--- config.mk ---
export PLATFORM = sky130hd
export DESIGN_NAME = vga_timing_gen
export DESIGN_NICKNAME = d
export VERILOG_FILES = /design/src/rtl/vga_pkg.sv /design/src/rtl/vga_porch_ctrl.sv /design/src/rtl/vga_timing_gen.sv
export SDC_FILE = /design/constraint.sdc
export NUM_CORES = 1
export LEC_CHECK = 0
export CAP_MARGIN = 15
export CORE_MARGIN = 2
export CORE_UTILIZATION = 30
export CTS_CLUSTER_SIZE = 12
export DETAILED_ROUTE_END_ITERATION = 10
export GPL_TIMING_DRIVEN = 0
export PLACE_DENSITY = 0.43
export SYNTH_ARGS = -nofsm -noshare
export SYNTH_HDL_FRONTEND = slang
export SYNTH_SLANG_ARGS = --single-unit
--- constraint.sdc ---
create_clock -name clk_i -period 3.9 [get_ports clk_i]
set_clock_uncertainty 0.15 [all_clocks]
set_input_delay 0.78 -clock clk_i [delete_from_list [all_inputs] [get_ports clk_i]]
set_output_delay 0.78 -clock clk_i [all_outputs]
set_load 0.05 [all_outputs]
--- src/rtl/vga_pkg.sv ---
// Default raster timing (640x480@60) and the encoding of the four
// screen-position adjustment directions.
package vga_pkg;

  localparam int unsigned VGA_CW     = 12;
  localparam int unsigned VGA_H_DISP = 640;
  localparam int unsigned VGA_H_FP   = 16;
  localparam int unsigned VGA_H_SYNC = 96;
  localparam int unsigned VGA_H_BP   = 48;
  localparam int unsigned VGA_V_DISP = 480;
  localparam int unsigned VGA_V_FP   = 10;
  localparam int unsigned VGA_V_SYNC = 2;
  localparam int unsigned VGA_V_BP   = 33;

  localparam int unsigned ADJ_N = 4;

  typedef enum logic [1:0] {
    ADJ_UP    = 2'd0,
    ADJ_DOWN  = 2'd1,
    ADJ_LEFT  = 2'd2,
    ADJ_RIGHT = 2'd3
  } adj_dir_e;

  function automatic int unsigned vga_total(input int unsigned disp,
                                            input int unsigned fp,
                                            input int unsigned sync,
                                            input int unsigned bp);
    return disp + fp + sync + bp;
  endfunction

endpackage

--- src/rtl/vga_porch_ctrl.sv ---
// Holds the live porch registers and the sticky adjustment requests; moves
// the image by one pixel/line per axis when the frame boundary is signalled.
module vga_porch_ctrl
  import vga_pkg::*;
#(
  parameter int unsigned CW        = VGA_CW,
  parameter int unsigned H_FP      = VGA_H_FP,
  parameter int unsigned H_BP      = VGA_H_BP,
  parameter int unsigned V_FP      = VGA_V_FP,
  parameter int unsigned V_BP      = VGA_V_BP,
  parameter int unsigned MIN_PORCH = 1
) (
  input  logic             clk_i,
  input  logic             rst_ni,
  input  logic [ADJ_N-1:0] adj_i,
  input  logic             apply_i,
  output logic [CW-1:0]    hfp_o,
  output logic [CW-1:0]    hbp_o,
  output logic [CW-1:0]    vfp_o,
  output logic [CW-1:0]    vbp_o
);

  localparam logic [CW-1:0] MIN_C = CW'(MIN_PORCH);
  localparam logic [CW-1:0] ONE   = CW'(1);

  logic [ADJ_N-1:0] pend_q, pend_d;
  logic [CW-1:0]    hfp_q, hfp_d;
  logic [CW-1:0]    hbp_q, hbp_d;
  logic [CW-1:0]    vfp_q, vfp_d;
  logic [CW-1:0]    vbp_q, vbp_d;
  logic             go_right, go_left, go_up, go_down;

  // Opposing requests on the same axis cancel; each move is refused if it
  // would shrink the donor porch below the minimum.
  assign go_right = pend_q[ADJ_RIGHT] & ~pend_q[ADJ_LEFT] & (hfp_q > MIN_C);
  assign go_left  = pend_q[ADJ_LEFT]  & ~pend_q[ADJ_RIGHT] & (hbp_q > MIN_C);
  assign go_up    = pend_q[ADJ_UP]    & ~pend_q[ADJ_DOWN] & (vbp_q > MIN_C);
  assign go_down  = pend_q[ADJ_DOWN]  & ~pend_q[ADJ_UP]   & (vfp_q > MIN_C);

  always_comb begin
    pend_d = apply_i ? adj_i : (pend_q | adj_i);
    hfp_d  = hfp_q;
    hbp_d  = hbp_q;
    vfp_d  = vfp_q;
    vbp_d  = vbp_q;
    if (apply_i) begin
      if (go_right) begin
        hfp_d = hfp_q - ONE;
        hbp_d = hbp_q + ONE;
      end else if (go_left) begin
        hfp_d = hfp_q + ONE;
        hbp_d = hbp_q - ONE;
      end
      if (go_up) begin
        vfp_d = vfp_q + ONE;
        vbp_d = vbp_q - ONE;
      end else if (go_down) begin
        vfp_d = vfp_q - ONE;
        vbp_d = vbp_q + ONE;
      end
    end
  end

  always_ff @(posedge clk_i or negedge rst_ni) begin
    if (!rst_ni) begin
      pend_q <= '0;
      hfp_q  <= CW'(H_FP);
      hbp_q  <= CW'(H_BP);
      vfp_q  <= CW'(V_FP);
      vbp_q  <= CW'(V_BP);
    end else begin
      pend_q <= pend_d;
      hfp_q  <= hfp_d;
      hbp_q  <= hbp_d;
      vfp_q  <= vfp_d;
      vbp_q  <= vbp_d;
    end
  end

  assign hfp_o = hfp_q;
  assign hbp_o = hbp_q;
  assign vfp_o = vfp_q;
  assign vbp_o = vbp_q;

endmodule

--- src/rtl/vga_timing_gen.sv ---
// Parametrised raster timing generator with pixel clock-enable divider,
// programmable sync polarity and frame-synchronous screen position adjustment.
module vga_timing_gen
  import vga_pkg::*;
#(
  parameter int unsigned CW        = VGA_CW,
  parameter int unsigned H_DISP    = VGA_H_DISP,
  parameter int unsigned H_FP      = VGA_H_FP,
  parameter int unsigned H_SYNC    = VGA_H_SYNC,
  parameter int unsigned H_BP      = VGA_H_BP,
  parameter int unsigned V_DISP    = VGA_V_DISP,
  parameter int unsigned V_FP      = VGA_V_FP,
  parameter int unsigned V_SYNC    = VGA_V_SYNC,
  parameter int unsigned V_BP      = VGA_V_BP,
  parameter logic        HS_POL    = 1'b0,
  parameter logic        VS_POL    = 1'b0,
  parameter int unsigned CLK_DIV   = 1,
  parameter int unsigned MIN_PORCH = 1
) (
  input  logic          clk_i,
  input  logic          rst_ni,
  input  logic          adj_up_i,
  input  logic          adj_down_i,
  input  logic          adj_left_i,
  input  logic          adj_right_i,
  output logic          pix_tick_o,
  output logic          hsync_o,
  output logic          vsync_o,
  output logic          video_on_o,
  output logic [CW-1:0] pixel_x_o,
  output logic [CW-1:0] pixel_y_o,
  output logic          line_start_o,
  output logic          frame_start_o
);

  localparam int unsigned H_TOTAL = vga_total(H_DISP, H_FP, H_SYNC, H_BP);
  localparam int unsigned V_TOTAL = vga_total(V_DISP, V_FP, V_SYNC, V_BP);
  localparam int unsigned DIV_W   = (CLK_DIV > 1) ? $clog2(CLK_DIV) : 1;

  localparam logic [CW-1:0]    H_LAST    = CW'(H_TOTAL - 1);
  localparam logic [CW-1:0]    V_LAST    = CW'(V_TOTAL - 1);
  localparam logic [CW-1:0]    H_DISP_C  = CW'(H_DISP);
  localparam logic [CW-1:0]    V_DISP_C  = CW'(V_DISP);
  localparam logic [CW-1:0]    H_TOTAL_C = CW'(H_TOTAL);
  localparam logic [CW-1:0]    V_TOTAL_C = CW'(V_TOTAL);
  localparam logic [CW-1:0]    ONE       = CW'(1);
  localparam logic [DIV_W-1:0] DIV_LAST  = DIV_W'(CLK_DIV - 1);
  localparam logic [DIV_W-1:0] DIV_ONE   = DIV_W'(1);

  logic [DIV_W-1:0] div_q, div_d;
  logic [CW-1:0]    h_q, h_d;
  logic [CW-1:0]    v_q, v_d;
  logic             started_q, started_d;

  logic             pix_tick_q, hsync_q, vsync_q, video_on_q;
  logic             line_start_q, frame_start_q;
  logic             hsync_d, vsync_d, video_on_d;

  logic             tick, h_last, v_last, h_wrap, apply;
  logic [ADJ_N-1:0] adj;
  logic [CW-1:0]    hfp, hbp, vfp, vbp;
  logic [CW-1:0]    hs_start, hs_end, vs_start, vs_end;

  always_comb begin
    adj            = '0;
    adj[ADJ_UP]    = adj_up_i;
    adj[ADJ_DOWN]  = adj_down_i;
    adj[ADJ_LEFT]  = adj_left_i;
    adj[ADJ_RIGHT] = adj_right_i;
  end

  // With CLK_DIV=1 the divider never leaves 0, so every clk is a tick.
  assign tick   = (div_q == DIV_LAST);
  assign h_last = (h_q == H_LAST);
  assign v_last = (v_q == V_LAST);
  assign h_wrap = tick & started_q & h_last;
  assign apply  = h_wrap & v_last;

  // The first tick after reset only arms the raster so that pixel (0,0)
  // gets its full period instead of being consumed during reset.
  always_comb begin
    div_d     = div_q;
    h_d       = h_q;
    v_d       = v_q;
    started_d = started_q;
    if (tick) begin
      div_d     = '0;
      started_d = 1'b1;
      if (started_q) begin
        if (h_last) begin
          h_d = '0;
          v_d = v_last ? '0 : (v_q + ONE);
        end else begin
          h_d = h_q + ONE;
        end
      end
    end else begin
      div_d = div_q + DIV_ONE;
    end
  end

  // Sync windows start after the front porch and end where the back porch
  // begins, so both porch registers position the pulse.
  assign hs_start = H_DISP_C + hfp;
  assign hs_end   = H_TOTAL_C - hbp;
  assign vs_start = V_DISP_C + vfp;
  assign vs_end   = V_TOTAL_C - vbp;

  always_comb begin
    hsync_d    = ((h_d >= hs_start) && (h_d < hs_end)) ? HS_POL : ~HS_POL;
    vsync_d    = ((v_d >= vs_start) && (v_d < vs_end)) ? VS_POL : ~VS_POL;
    video_on_d = started_d && (h_d < H_DISP_C) && (v_d < V_DISP_C);
  end

  always_ff @(posedge clk_i or negedge rst_ni) begin
    if (!rst_ni) begin
      div_q         <= '0;
      h_q           <= '0;
      v_q           <= '0;
      started_q     <= 1'b0;
      pix_tick_q    <= 1'b0;
      hsync_q       <= ~HS_POL;
      vsync_q       <= ~VS_POL;
      video_on_q    <= 1'b0;
      line_start_q  <= 1'b0;
      frame_start_q <= 1'b0;
    end else begin
      div_q         <= div_d;
      h_q           <= h_d;
      v_q           <= v_d;
      started_q     <= started_d;
      pix_tick_q    <= tick;
      hsync_q       <= hsync_d;
      vsync_q       <= vsync_d;
      video_on_q    <= video_on_d;
      line_start_q  <= h_wrap;
      frame_start_q <= apply;
    end
  end

  vga_porch_ctrl #(
    .CW        (CW),
    .H_FP      (H_FP),
    .H_BP      (H_BP),
    .V_FP      (V_FP),
    .V_BP      (V_BP),
    .MIN_PORCH (MIN_PORCH)
  ) u_porch (
    .clk_i   (clk_i),
    .rst_ni  (rst_ni),
    .adj_i   (adj),
    .apply_i (apply),
    .hfp_o   (hfp),
    .hbp_o   (hbp),
    .vfp_o   (vfp),
    .vbp_o   (vbp)
  );

  assign pix_tick_o    = pix_tick_q;
  assign hsync_o       = hsync_q;
  assign vsync_o       = vsync_q;
  assign video_on_o    = video_on_q;
  assign pixel_x_o     = h_q;
  assign pixel_y_o     = v_q;
  assign line_start_o  = line_start_q;
  assign frame_start_o = frame_start_q;

endmodule
---- Word-level counts from Yosys, hierarchy flattened ----
Index checks and enable logic that the tools add are counted.
operators by class
  add/subtract/negate cells ............... 15
  $mul .................................... 0
  div/mod/pow operators ................... 0
  $lt $le $gt $ge ......................... 10
  eq/ne operators ......................... 2
  shift operators ......................... 0
  mux-type cells .......................... 20
  bitwise gates (word level) .............. 17
  reductions and logical operators ........ 8
operators by type and width
  kind                      number
  $mux W12                  15
  $add A12 B1 Y12 const B   6
  $gt A12 B1 Y1 const B     4
  $sub A12 B1 Y12 const B   4
  $eq A12 B10 Y1 const B    2
  $ge A12 B12 Y1            2
  $lt A12 B12 Y1            2
  $sub A10 B12 Y12 const A  2
  $add A10 B12 Y12 const A  1
  $add A9 B12 Y12 const A   1
  $lt A12 B10 Y1 const B    1
  $lt A12 B9 Y1 const B     1
  $and A1 B1 Y1             11
  $not A1 Y1                5
  $logic_and A1 B1 Y1       4
  $mux W1                   4
  $mux W4                   1
  $or A4 B4 Y4              1
  $reduce_and A2 Y1         2
  $reduce_bool A2 Y1        2
  $add A1 B1 Y1 const B     1
storage, ports and cells
  register bits ........................... 84
  latch bits .............................. 0
  RAM bits ................................ 0
  memory bits (read-only) ................. 0
  bits of input ports ..................... 6
  output and inout bits ................... 30
  logic and storage cells ................. 87
  memories ................................ 0

---- Depth between registers and ports, before layout ----
  depth after elaboration ................. 8
  gate-level depth with buffers ........... 17

---- Hierarchy ----
Synthesis repeated with hierarchy kept, for this count alone.
second synthesis, totals
  cell total of the unflattened synthesis .. 723
  area, all modules ....................... 6510.0 um^2
by module, submodules not included
  module          instances  cells each  area each (um^2)  sequential area each (um^2)
  vga_porch_ctrl  1          378         3493.4            1310.0
  vga_timing_gen  1          345         3016.6            753.2

---- Worst setup path before layout ----
No wires, ideal clock.
  path type ............................... register to register
  start ................................... reg h_q[0], in the netlist pixel_x_o[0]
  end ..................................... reg vsync_q, in the netlist vsync_o
  setup time .............................. 86 ps
  arrival ................................. 3495 ps
  required time ........................... 3664 ps
  slack ................................... 170 ps
  stages on the path, launching flop included .. 17
  buffers on the path ..................... 1
  period minus slack after synthesis ...... 3730 ps
  cell sequence ........................... dfrtp_1 -> ha_1 -> nand4_1 -> nor2_1 -> nand3_1 -> inv_1 -> buf_2 -> nand4_1 -> xnor2_1 -> ha_1 -> a21oi_1 -> o21ai_0 -> nor3_1 -> a31oi_1 -> o31ai_1 -> a21oi_1 -> a2111o_1
on the way
  longest elaborated chain between the ends .. 7
  elaborated cells between the ends (all ways) .. 8
ends and longest elaborated chain
  item                                                     RTL line               RTL
  start, declared                                          vga_timing_gen.sv:51   logic [CW-1:0] h_q, h_d;
  start signal, assigned                                   vga_timing_gen.sv:118  h_q <= '0;
  start signal, assigned                                   vga_timing_gen.sv:129  h_q <= h_d;
  $eq A12 B10 Y1 *                                         vga_timing_gen.sv:74   assign h_last = (h_q == H_LAST);
  $mux W12 *                                               vga_timing_gen.sv:90   if (h_last) begin
  $mux W12 *                                               vga_timing_gen.sv:89   if (started_q) begin
  $mux W12 *                                               vga_timing_gen.sv:86   if (tick) begin
  named net v_d[5]                                         vga_timing_gen.sv:52   logic [CW-1:0] v_q, v_d;
  $ge A12 B12 Y1 / $lt A12 B12 Y1 (equally long branches)  vga_timing_gen.sv:111  vsync_d = ((v_d >= vs_start) && (v_d < vs_end)) ? VS_POL : ~VS_POL;
  $logic_and A1 B1 Y1 *                                    vga_timing_gen.sv:111
  $mux W1 *                                                vga_timing_gen.sv:111
  named net vsync_d                                        vga_timing_gen.sv:57   logic hsync_d, vsync_d, video_on_d;
  end signal, assigned                                     vga_timing_gen.sv:123  vsync_q <= ~VS_POL;
  end signal, assigned                                     vga_timing_gen.sv:134  vsync_q <= vsync_d;
  end, declared                                            vga_timing_gen.sv:55   logic pix_tick_q, hsync_q, vsync_q, video_on_q;
Mark *: on every way through the listed nets, which the timed path passes. The rest lies on a longest branch.
A chain may end at the register's enable or synchronous reset.

---- Final worst setup path ----
  start ................................... reg h_q[10], in the netlist pixel_x_o[10]
  end ..................................... reg vsync_q, in the netlist vsync_o
Same word-level chain as after synthesis.

==> key figures <==
Power and ir drop
  – VDD IR max: between 0.2 and 0.25 mV
  – PnR Total Power: ~2.4 mW
  – Power Dens Cells: roughly 330 nW/um2
  – P_leak: about 3.3 nW

Global route
  – GRT Total Usage: about 16%
  – Initial antenna violation count: 0
  – Pin count of the biggest net entering global routing: between 40 and 50
  – Vias in the first global route: 5116
  – Global-route wire length before repair: about 28 mm
  – GRT Residual Overflow: 0

Synthesis
  – Ys flop type: dfrtp_1
  – Flops & latches, synth: about 80
  – Leading area contributor after synthesis: dfrtp_1
  – Register area share after synthesis: around 34%
  – Synth area leaders: dfrtp_1 (30%), ha_1 (14%), xnor2_1 (6.9%)
  – Ys Warns: 0
  – Syn_area_per_cell: a little under 9 um2
  – Synth cell count leaders: dfrtp_1 (73), ha_1 (68), nor2_1 (59)
  – Count leader, synth: dfrtp_1
  – Synth Instances: 686
  – Distinct cells, synth: 60
  – Post-synth EDFFs: 0
  – Top-area cell type share of the netlist area: 29.8%
  – Synth Cell Area: approximately 6000 um2
  – Syn_nets: between 700 and 800
  – Post-synth ARST share: 100%

Floorplanning
  – Die X: 147 um
  – Die Height: roughly 150 um
  – Core ar.: between 20000 and 25000 um2
  – Initial Util: 30.4%
  – Io pins: 36
  – Site Rows: 52
  – Die Area: ~22000 um2

Critical path
  – R2r setup slk: between 0.1 and 0.15 ns
  – Worst Path Buf+Inv: 2
  – Max stage delay cell, worst path: or4b_4
  – Reg2Reg Launch Point: pixel_x_o[10]
  – Reg2Reg Depth: 15
  – CP Data Required Time: about 4 ns
  – CP Max Fanout: 10
  – Worst setup path class: reg -> reg
  – Largest stage delay on the critical path: ~0.56 ns
  – Data arrival, critical path: just under 4 ns
  – Endpoint class of the critical path: register
  – R2r endpoint: vsync_o
  – CP top delay family: simple AND/OR/NAND/NOR gates
  – Startpoint types: register
  – CP cell instances: or4b_4 -> nor2_4 -> nand3_4 -> inv_4 -> buf_8 -> nand4_1 -> xnor2_2 -> ha_1 -> a21oi_2 -> o21ai_2 -> nor3_2 -> a31oi_1 -> o31ai_1 -> a21oi_1 -> a2111o_1

Routing
  – Final ANT Viol Nets: 0
  – Via density: roughly 5.1
  – Initial drt markers: ~240
  – DR WL/cell: 16.8 um
  – Routed vias: ~5200
  – DRC Markers: 0
  – DR pass1 iterations: 4
  – WL final: ~17 mm

Timing
  – Setup_tns: 0 ns
  – RSZ-0062 raised after global routing: yes
  – Fmax: approximately 270 MHz
  – Final Hold Viols: 0
  – Fin. max-slew vios: 0
  – Post-route minimum period: 3.77 ns
  – Slew margin rel.: 53.7%
  – Tcrit/Tclk final: between 90% and 100%
  – Final setup viols: 0
  – Slew @ Worst Pin: between 0.6 and 0.7 ns

Place
  – HPWL after DPL: 12.9 mm
  – RePlAce Congestion: between 0.8 and 0.9
  – Post-Place Cells: ~990
  – IO buf count: 35

Final layout
  – # diodes: 0
  – Finished Layout Cells: approximately 1000
  – Layout cell share with drive strength beyond 1: roughly a tenth
  – Area added between synthesis and finish: 20.2%
  – Sequential cell area: 2070 um2
  – Nets: a little over 800
  – Multi-input combinational cell area: roughly 4000 um2
  – Final core utilization: between 30 and 40%
  – Fillcell total: 2051

Clock tree
  – TritonCTS Buffers: 9
  – CTS tree: done
  – Clk_lat worst skew: between 0.3 and 0.4 ns
  – H-tree Lvls: 3
  – Clock tree root buffer cell: clkbuf_16
  – CTS Hold Bufs: 0
  – Clock sink total: approximately 80
  – Clock tree buffer depth: 2
  – Clk slew on worst S/H paths: 0.07 ns

Hold path
  – Min-Delay Path Class: in -> async

Status
  – Status: finished clean

Flow run
  – Total of max-cap violations: 0
[state kept, by name, indices dropped and copies added (netlist names)]
signal,count
pix_tick_o,1
u_porch.vbp_o,12
u_porch.hbp_o,12
video_on_o,1
u_porch.hfp_o,12
u_porch.vfp_o,12
pixel_y_o,12
u_porch.pend_q,4
hsync_o,1
frame_start_o,1
pixel_x_o,12
line_start_o,1
vsync_o,1
[worst max-delay path by stage]
stage / startpoint / to / slack, ns / depth (start not counted)
final: pixel_x_o[10] / vsync_o / 0.13 / 15
after global placement: rst_ni / u_porch.hfp_o[1] / -1.38 / 1
after floorplan: pixel_x_o[0] / vsync_o / 0.17 / 16
after CTS: pixel_x_o[10] / vsync_o / 0.007 / 13
after global routing: pixel_x_o[10] / vsync_o / -0.09 / 15
after detailed placement: pixel_x_o[0] / vsync_o / -0.28 / 16
[worst register-to-register path: cells and delay by family (launching register included)]
family | cells | cell delay, ns
AOI/OAI and AO/OA | 6 | 1.10
xor gates and xnor gates | 1 | 0.19
adders and majority gates | 1 | 0.32
buffers and inverters | 2 | 0.24
DFF | 1 | 0.44
and+or+nand+nor | 5 | 1.26
[cell type report]
class / count / area share, %
plain buffers: 28 / 2.23
clock buffers: 11 / 3.30
clock inverters: 5 / 1.17
inverters: 33 / 1.72
multi-input cells: 543 / 53.0
flip-flops and latches: 82 / 28.1
well taps: 270 / 4.59
repair buffers: 44 / 5.92
[layer usage]
metal | up-vias | track usage [%] | part of all wire (%)
met5 | - | 0 | 0
met4 | 0 | 4.47 | 1.3
met3 | 15 | 2.61 | 3.2
met2 | 92 | 25.4 | 44
met1 | 2521 | 23.3 | 51
li1 | 2555 | - | -
[cells by family after synthesis]
kind of cell,Yosys count,synth area share (%)
xor+xnor,93,13.3
flops,82,33.7
other cells,1,0.0613
compound gates,121,12.7
mux,3,0.511
buf+inv,61,4.54
fa+ha+maj,68,13.9
simple gates,257,21.3
[timing repair]
| item | CTS | global route |
|---|---|---|
| resized for setup | 10 | 25 |
| endpoints found under the hold margin | 0 | 0 |
| pin swaps | 1 | 9 |
| buffers inserted | 1 | 7 |
| endpoints found under the setup margin | 1 | 1 |
[power breakdown]
group / switching (mW) / internal [mW] / leakage, nW / total [mW]
sequential: 0.0577 / 0.886 / 1.07 / 0.944
combinational: 0.324 / 0.198 / 2.10 / 0.522
clock: 0.378 / 0.584 / 0.160 / 0.962
total: 0.760 / 1.67 / 3.33 / 2.43
[stage by stage]
stage | hold slack, ns | setup slack (ns) | area [um2]
2_1_floorplan | 0.305 | 0.170 | 6120
3_3_place_gp | 0.327 | -1.38 | 6810
3_5_place_dp | 0.330 | -0.277 | 6830
4_1_cts | 0.255 | 0.00749 | 7210
5_1_grt | 0.265 | -0.0891 | 7360
6_report | 0.235 | 0.130 | 7360
[cell usage in the layout (no fill, tap or decap), types with 5 or more instances in the layout]
master / n
clkdlybuf4s50_1: 34
xor2_1: 44
ha_1: 68
buf_4: 9
and3_1: 15
nor3_1: 21
dfrtp_1: 70
a21o_1: 12
nand4_1: 23
a21oi_1: 34
xnor2_1: 45
nor4_1: 14
o31ai_1: 7
o21ai_0: 20
a41oi_1: 5
clkbuf_1: 16
dfstp_2: 9
a31oi_1: 10
buf_2: 7
inv_1: 32
a211oi_1: 6
nand3_1: 30
nand2b_1: 6
nand2_1: 54
nor2_1: 58
clkbuf_16: 9
Note: power is estimated with default switching activity, not from simulation.
